<file path="config.mk">
export PLATFORM = sky130hd
export DESIGN_NAME = nibble_change_capture
export DESIGN_NICKNAME = d
export VERILOG_FILES = /design/src/rtl/nibble_capture_pkg.sv /design/src/rtl/capture_fifo.sv /design/src/rtl/nibble_change_capture.sv
export SDC_FILE = /design/constraint.sdc
export NUM_CORES = 1
export LEC_CHECK = 0
export BUFFER_PORTS_ARGS = -buffer_cell sky130_fd_sc_hd__buf_4
export CORE_ASPECT_RATIO = 0.75
export CORE_MARGIN = 5
export CORE_UTILIZATION = 40
export DETAILED_ROUTE_END_ITERATION = 7
export HOLD_SLACK_MARGIN = 0.03
export PLACE_DENSITY = 0.68
export SYNTH_ARGS = -nofsm -noshare
export SYNTH_HDL_FRONTEND = slang
export SYNTH_SLANG_ARGS = --single-unit
</file>
<file path="constraint.sdc">
create_clock -name clk -period 2.5 [get_ports clk]
set_clock_uncertainty 0.15 [all_clocks]
set_input_delay 0.5 -clock clk [delete_from_list [all_inputs] [get_ports clk]]
set_output_delay 0.5 -clock clk [all_outputs]
set_load 0.005 [all_outputs]
</file>
<file path="src/rtl/nibble_capture_pkg.sv">
// nibble_capture_pkg: shared states, default sizes and sample-width helper for the change-capture slice
package nibble_capture_pkg;
  localparam int WIDTH_D = 4;
  localparam int DEPTH_D = 4;
  localparam int TS_W_D = 8;
  localparam int DROP_W_D = 8;
  typedef enum logic [1:0] {IDLE, ARM, RUN} state_t;
  function automatic int sample_w(input int width, input int ts_w);
    return 1 + 2 * width + ts_w;
  endfunction
endpackage

</file>
<file path="src/rtl/capture_fifo.sv">
// capture_fifo: DEPTH-entry first-word-fall-through FIFO; head holds its last value once drained
module capture_fifo #(
  parameter int DW = 8,
  parameter int DEPTH = 4,
  parameter int AW = $clog2(DEPTH)
) (
  input  logic          clk,
  input  logic          rst_n,
  input  logic          push,
  input  logic          pop,
  input  logic [DW-1:0] din,
  output logic [DW-1:0] dout,
  output logic [AW:0]   level
);
  logic [DW-1:0] mem [DEPTH];
  logic [DW-1:0] hold;
  logic [AW-1:0] wr_ptr, rd_ptr;
  always_ff @(posedge clk)
    if (push) mem[wr_ptr] <= din;
  always_ff @(posedge clk)
    if (!rst_n) begin
      wr_ptr <= '0;
      rd_ptr <= '0;
      level <= '0;
      hold <= '0;
    end else begin
      if (push) wr_ptr <= wr_ptr + 1'b1;
      if (pop) begin
        hold <= mem[rd_ptr];
        rd_ptr <= rd_ptr + 1'b1;
      end
      level <= level + (AW+1)'(push) - (AW+1)'(pop);
    end
  // once empty, present the last popped entry instead of stale storage
  assign dout = (level != '0) ? mem[rd_ptr] : hold;
endmodule

</file>
<file path="src/rtl/nibble_change_capture.sv">
// nibble_change_capture: records timestamped samples that differ from the last recorded one
module nibble_change_capture
  import nibble_capture_pkg::*;
#(
  parameter int WIDTH = WIDTH_D,
  parameter int DEPTH = DEPTH_D,
  parameter int TS_W = TS_W_D,
  parameter int DROP_W = DROP_W_D
) (
  input  logic                     clk,
  input  logic                     rst_n,
  input  logic                     en,
  input  logic                     flag_i,
  input  logic [WIDTH-1:0]         field_a_i,
  input  logic [WIDTH-1:0]         field_b_i,
  output logic                     out_valid,
  input  logic                     out_ready,
  output logic                     out_flag,
  output logic [WIDTH-1:0]         out_a,
  output logic [WIDTH-1:0]         out_b,
  output logic [TS_W-1:0]          out_ts,
  output logic [$clog2(DEPTH):0]   level,
  output logic [DROP_W-1:0]        drop_cnt
);
  localparam int LW = $clog2(DEPTH) + 1;
  localparam int SW = sample_w(WIDTH, TS_W);
  state_t state;
  logic [TS_W-1:0] ts;
  logic [2*WIDTH:0] last, sample;
  logic [SW-1:0] head;
  logic cand, pop, full, push, drop;
  assign sample = {flag_i, field_a_i, field_b_i};
  // en gates the compare so unknown inputs while disabled never reach state
  assign cand = en && (state == ARM || (state == RUN && sample != last));
  assign pop = out_valid & out_ready;
  assign full = level == LW'(DEPTH);
  assign push = cand & (~full | pop);
  assign drop = cand & ~push;
  assign out_valid = level != '0;
  always_ff @(posedge clk)
    if (!rst_n) begin
      state <= IDLE;
      ts <= '0;
      last <= '0;
      drop_cnt <= '0;
    end else begin
      state <= !en ? IDLE : (state == IDLE ? ARM : RUN);
      ts <= en ? ts + 1'b1 : '0;
      if (push) last <= sample;
      if (drop && drop_cnt != '1) drop_cnt <= drop_cnt + 1'b1;
    end
  capture_fifo #(.DW(SW), .DEPTH(DEPTH)) u_fifo (
    .clk(clk),
    .rst_n(rst_n),
    .push(push),
    .pop(pop),
    .din({sample, ts}),
    .dout(head),
    .level(level)
  );
  assign {out_flag, out_a, out_b, out_ts} = head;
endmodule
</file>
# After elaboration in Yosys (flattened, before gate mapping)
# Memories as Yosys holds them, arrays and structs flattened. A register that Yosys moved wholly into a read port is not among the register bits.
# Cells that the tools add are included.
word_totals:
  ram_bits: 68
  regBits: 51
  elab_cells: 39
  memories: 1
  out_inout_bits: 29
  input_bits: 13
classes:
  n_reduce_logical: 7
  addsub: 6
  muxes: 6
  eq_ne: 5
  bitwise: 6
mem_list:
  columns: ["memory", "depth", "word_bits", "read_ports", "rd_ports_with_merged_regs", "wr", "line", "text"]
  rows:
  - ["u_fifo.mem", 4, 17, 1, 1, 1, "capture_fifo.sv:15", "logic [DW-1:0] mem [DEPTH];"]
ops:
  columns: ["cell", "count"]
  rows:
  - ["17-bit 2-to-1 mux", 1]
  - ["8-bit by 1-bit adder with 8-bit output, second input constant", 2]
  - ["9-bit inequality test", 1]
  - ["8-bit inequality test, second input constant", 1]
  - ["2-bit 2-to-1 mux", 3]
  - ["2-bit by 1-bit adder with 2-bit output, second input constant", 2]
  - ["3-bit by 1-bit adder with 3-bit output", 1]
  - ["1-bit bitwise AND", 3]
  - ["3-bit == test, second input constant", 1]
  - ["1-bit logical AND", 3]
  - ["3-bit nonzero test", 1]
  - ["3-bit by 1-bit subtractor with 3-bit output", 1]
  - ["2-bit by 1-bit == test with 1-bit output, second input constant", 1]
  - ["2-bit == test, second input constant", 1]
  - ["2-bit logical NOT", 1]
  - ["1-bit 2-to-1 mux", 2]
  - ["1-bit inverter", 2]
  - ["2-bit AND reduction", 1]
  - ["1-bit logical OR", 1]
  - ["1-bit OR", 1]

# Depth between registers and ports, before layout
logic_depth:
  ltp_word: 8
  ltp_mapped: 12
  mapped_depth_nobuf: 10

# Cells and area by module
# From an unflattened synthesis, not the netlist that was laid out.
hier_totals:
  cells_unflattened: 351
  hier_area_um2: 5049.8
modules_own_cells:
  columns: ["module", "n_inst", "seq_area_each_um2", "cells_each", "area_per_inst_um2"]
  rows:
  - ["capture_fifo", 1, 2562.5, 207, 3753.6]
  - ["nibble_change_capture", 1, 540.5, 144, 1296.2]

# Least setup slack after synthesis
# OpenSTA, ideal clock, no wires.
synth_timing:
  kind: "register to register"
  start: "register u_fifo.level[2]"
  end: "register u_fifo.level[2]"
  period_less_slack_ns: 2.722
  n_path_buf: 2
  stages_incl_launch_ff: 13
  setup_slack_ns: -0.222
  setup_ns: 0.128
  required_time_ns: 2.222
  t_arrival_ns: 2.445
  path_cell_list: "dfxtp_1 or3_1 buf_2 nand2_2 inv_1 clkbuf_1 ha_1 inv_1 ha_1 fa_1 xnor2_1 xnor2_1 nor2_1"
synth_via:
  elab_chain_len: 6
  word_cells_on_any_way: 8
  classes_between: "add/sub: 2; eq/ne: 1; bitwise: 4; reduce/logical: 1"
synth_rtl:
  columns: ["element", "line", "text"]
  rows:
  - ["start: declaration", "capture_fifo.sv:13", "output logic [AW:0] level"]
  - ["start signal: assignment", "capture_fifo.sv:32", "level <= level + (AW+1)'(push) - (AW+1)'(pop);"]
  - ["3-bit nonzero test (*)", "nibble_change_capture.sv:39", "assign out_valid = level != '0;"]
  - ["1-bit bitwise AND (*)", "nibble_change_capture.sv:35", "assign pop = out_valid & out_ready;"]
  - ["net pop", "nibble_change_capture.sv:31", "logic cand, pop, full, push, drop;"]
  - ["1-bit OR", "nibble_change_capture.sv:37", "assign push = cand & (~full | pop);"]
  - ["1-bit bitwise AND", "nibble_change_capture.sv:37", null]
  - ["3-bit by 1-bit adder with 3-bit output", "capture_fifo.sv:32", null]
  - ["3-bit by 1-bit subtractor with 3-bit output (*)", "capture_fifo.sv:32", null]
# The timed path passes the listed nets; every way through them passes the cells marked *.
# A chain may end at the register's enable or synchronous reset.

==> reports/results.ini <==
[timing]
drv_slew = 0
min_period_ps = 2591
fmaxAchievable_mhz = 385.9
rsz0062_at_grt = true
finalSetupTns_ps = -923.5
maxSlewHeadroom_pct = 49.72
setup_slack_ps = -91.09
fin_crit_sh_pct = 103.6
final_hold_viol_count = 0
setup_viol = 17
tightest_slew_ps = 753.4

[logic_synthesis]
synth_area_per_cell_um2 = 13.35
yosysTopAreaCellShare_pct = 41.13
synth_top_cell_by_area = edfxtp_1
yosys_warnings = 0
synth_area_mm2 = 0.004965
yosysSeqAreaShare_pct = 62.50
syn_nets = 394
ys_ff_latch = 121
synth_cell_type_count = 32
ys_top_cells_by_area = edfxtp_1 (41%), dfxtp_1 (21%), mux4_2 (7.7%)
syn-instance-count = 372

[placement]
gp_congestion = 0.7647
dp_hpwl_mm = 6.396
io_buffers = 41

[drt]
drt-total-wl_mm = 10.01
via_per_inst = 4.934
drt_iter0_markers = 186
first_pass_iters = 4
final_antenna_net_count = 0
drc = 0
wire_per_inst_um = 16.09
vias = 3069

[hold_path]
holdCritStartpoint = en
hold_path_class = primary input to flop
holdPathStages = 2
holdPathEnd = ts[1]$_SDFF_PN0_

[clocking]
cts_sinks = 121
cts-buffers-inserted = 17
cts_root_buf = clkbuf_16
clkTransAtPathRegs_ps = 60
cts_tree = built
clockBufferDepth = 2
htreeDepth = 4
clock_latency_ps = 410

[run_status]
violations = setup timing
status = finished, violations left

[floorplanning]
start_util_pct = 40.63
die_w_um = 138.6
dieHeight_um = 106.5
core_region_area_mm2 = 0.01222
rows = 35
ios = 42
dieArea_mm2 = 0.01476

[final_layout]
fill_cells = 986
drive_above_1_share_pct = 33.11
diodes = 0
syn_to_final_growth_pct = 29.61
nets = 465

[grt]
first_global_vias = 3091
antenna_found_initial = 0
grt_util_all_layers_pct = 14.19
grt.overflow.total = 0
grt_pass1_wl_mm = 16.19
grt_max_degree = 23

[setup_path]
r2r_cells = 9
path_class = flop to primary output
r2r-start = last[2]$_SDFFE_PN0P_
start_kind = flop
cp.arrival_ps = 1940
end_kind = primary output
crit_required_ps = 1850
reg2reg_slack_ps = 120
critPathMaxFanout = 4
r2r-end = u_fifo.level[2]$_SDFF_PN0_

[pwr]
peakVddDrop_v = 0.0005488
total_power_mw = 6.547
cellLeakagePower_nw = 2.439
power_density_mw_per_mm2 = 1017

[flow_run]
maxCapViolCount = 0

[power by group]
group / switching [mW] / internal [mW] / leakage (nW) / total (mW)
registers: 0.0887 / 2.24 / 1.07 / 2.33
logic: 0.734 / 1.09 / 1.07 / 1.82
clock network: 0.870 / 1.53 / 0.300 / 2.40
[worst max-delay path, cell delays in order, from the launching register on]
cell and delay, ps:
dfxtp_4 410, clkbuf_16 170, mux4_2 550, mux2_4 290, buf_6 120
[sequential cells by signal (all words and copies together), names as in the netlist, named ones only]
register	cells
state	2
u_fifo.hold	17
u_fifo.rd_ptr	2
last	9
u_fifo.level	3
u_fifo.wr_ptr	2
ts	8
u_fifo.mem	68
drop_cnt	8
[layer usage]
| layer | global-route usage [%] | vias to the layer above | routed length [um] |
|---|---|---|---|
| met5 | 0 | - | 0 |
| met4 | 4.260 | 0 | 85 |
| met3 | 5.036 | 10 | 588 |
| met2 | 22.56 | 89 | 4738 |
| met1 | 18.43 | 1488 | 4595 |
| li1 | - | 1482 | - |
[per-stage QoR]
stage               cells  area [um2]  worst slack, ps  util (%)  hold WS (ps)
finish                622        6435           -91.09     52.67         201.2
global route          622        6435           -150.2     52.67         206.4
CTS                   620        6339           -113.8     51.88         189.3
detailed placement    586        5622           -221.2     46.01         298.7
global placement      586        5622           -160.6     46.01         288.7
floorplan             372        5015           -94.44         -         283.8
[kinds of logic after synthesis]
group | count (synthesis) | share of synthesized area [%]
adders and majority gates | 9 | 2.419
buffers and inverters | 27 | 2.470
muxes | 52 | 15.20
and+or+nand+nor | 123 | 11.72
AOI/OAI and AO/OA | 20 | 2.167
xor gates and xnor gates | 20 | 3.528
DFF | 121 | 62.50
[synthesized netlist by cell type, drive strengths merged]
library cell	count
nand2	69
edfxtp	68
dfxtp	53
mux2i	18
a21oi	17
mux2	17
mux4	17
nor2	15
xor2	15
inv	10
buf	9
clkbuf	8
ha	8
nand3	8
and2	6
nor4	6
and3	5
nand2b	5
xnor2	5
nor3	3
a311oi	2
nand4	2
nor4b	2
fa	1
nand4b	1
o21ai	1
or3	1
[worst max-delay path by stage]
| stage | startpoint | slack [ps] | depth (start not counted) | end |
|---|---|---|---|---|
| after floorplan | field_b_i[3] | -90 | 11 | u_fifo.level[2]$_SDFF_PN0_ |
| after global placement | field_b_i[0] | -160 | 10 | u_fifo.level[2]$_SDFF_PN0_ |
| after detailed placement | field_b_i[0] | -220 | 10 | u_fifo.level[2]$_SDFF_PN0_ |
| after CTS | flop | -110 | 4 | out_a[2] |
| after global routing | flop | -150 | 4 | out_flag |
| final | flop | -90 | 4 | out_ts[0] |
[cells in the final DEF (no fill, tap or decap), types with 4 or more instances in the layout]
cell and instances:
clkbuf_16 19, edfxtp_1 68, clkinv_4 5, and2_2 4, mux4_2 17, buf_4 49
dfxtp_1 51, nand2b_1 5, nand2_1 68, a21oi_1 17, and3_1 4, mux2_4 17
xnor2_1 4, xor2_1 15, nand3_1 8, mux2i_1 18, buf_6 17, nor4_1 4
ha_1 7, nor2_1 15, clkinv_2 4, inv_1 10
[cell type report]
| type | instances | area, um2 | area share [%] |
|---|---|---|---|
| flip-flops and latches | 121 | 3108 | 48.30 |
| multi-input cells | 224 | 1854 | 28.82 |
| repair buffers | 69 | 631.9 | 9.819 |
| clock buffers | 18 | 450.4 | 7.000 |
| well taps | 166 | 207.7 | 3.228 |
| clock inverters | 14 | 145.1 | 2.255 |
| inverters | 10 | 37.54 | 0.5833 |
[repair_timing]
item / CTS / global route
buffers inserted: 1 / 1
hold buffers: 0 / 0
gates cloned: 1 / 1
setup endpoints to repair: 17 / 18
resized for setup: 25 / 16
pin swaps: 0 / 1
(Power assumes the default switching activity.)
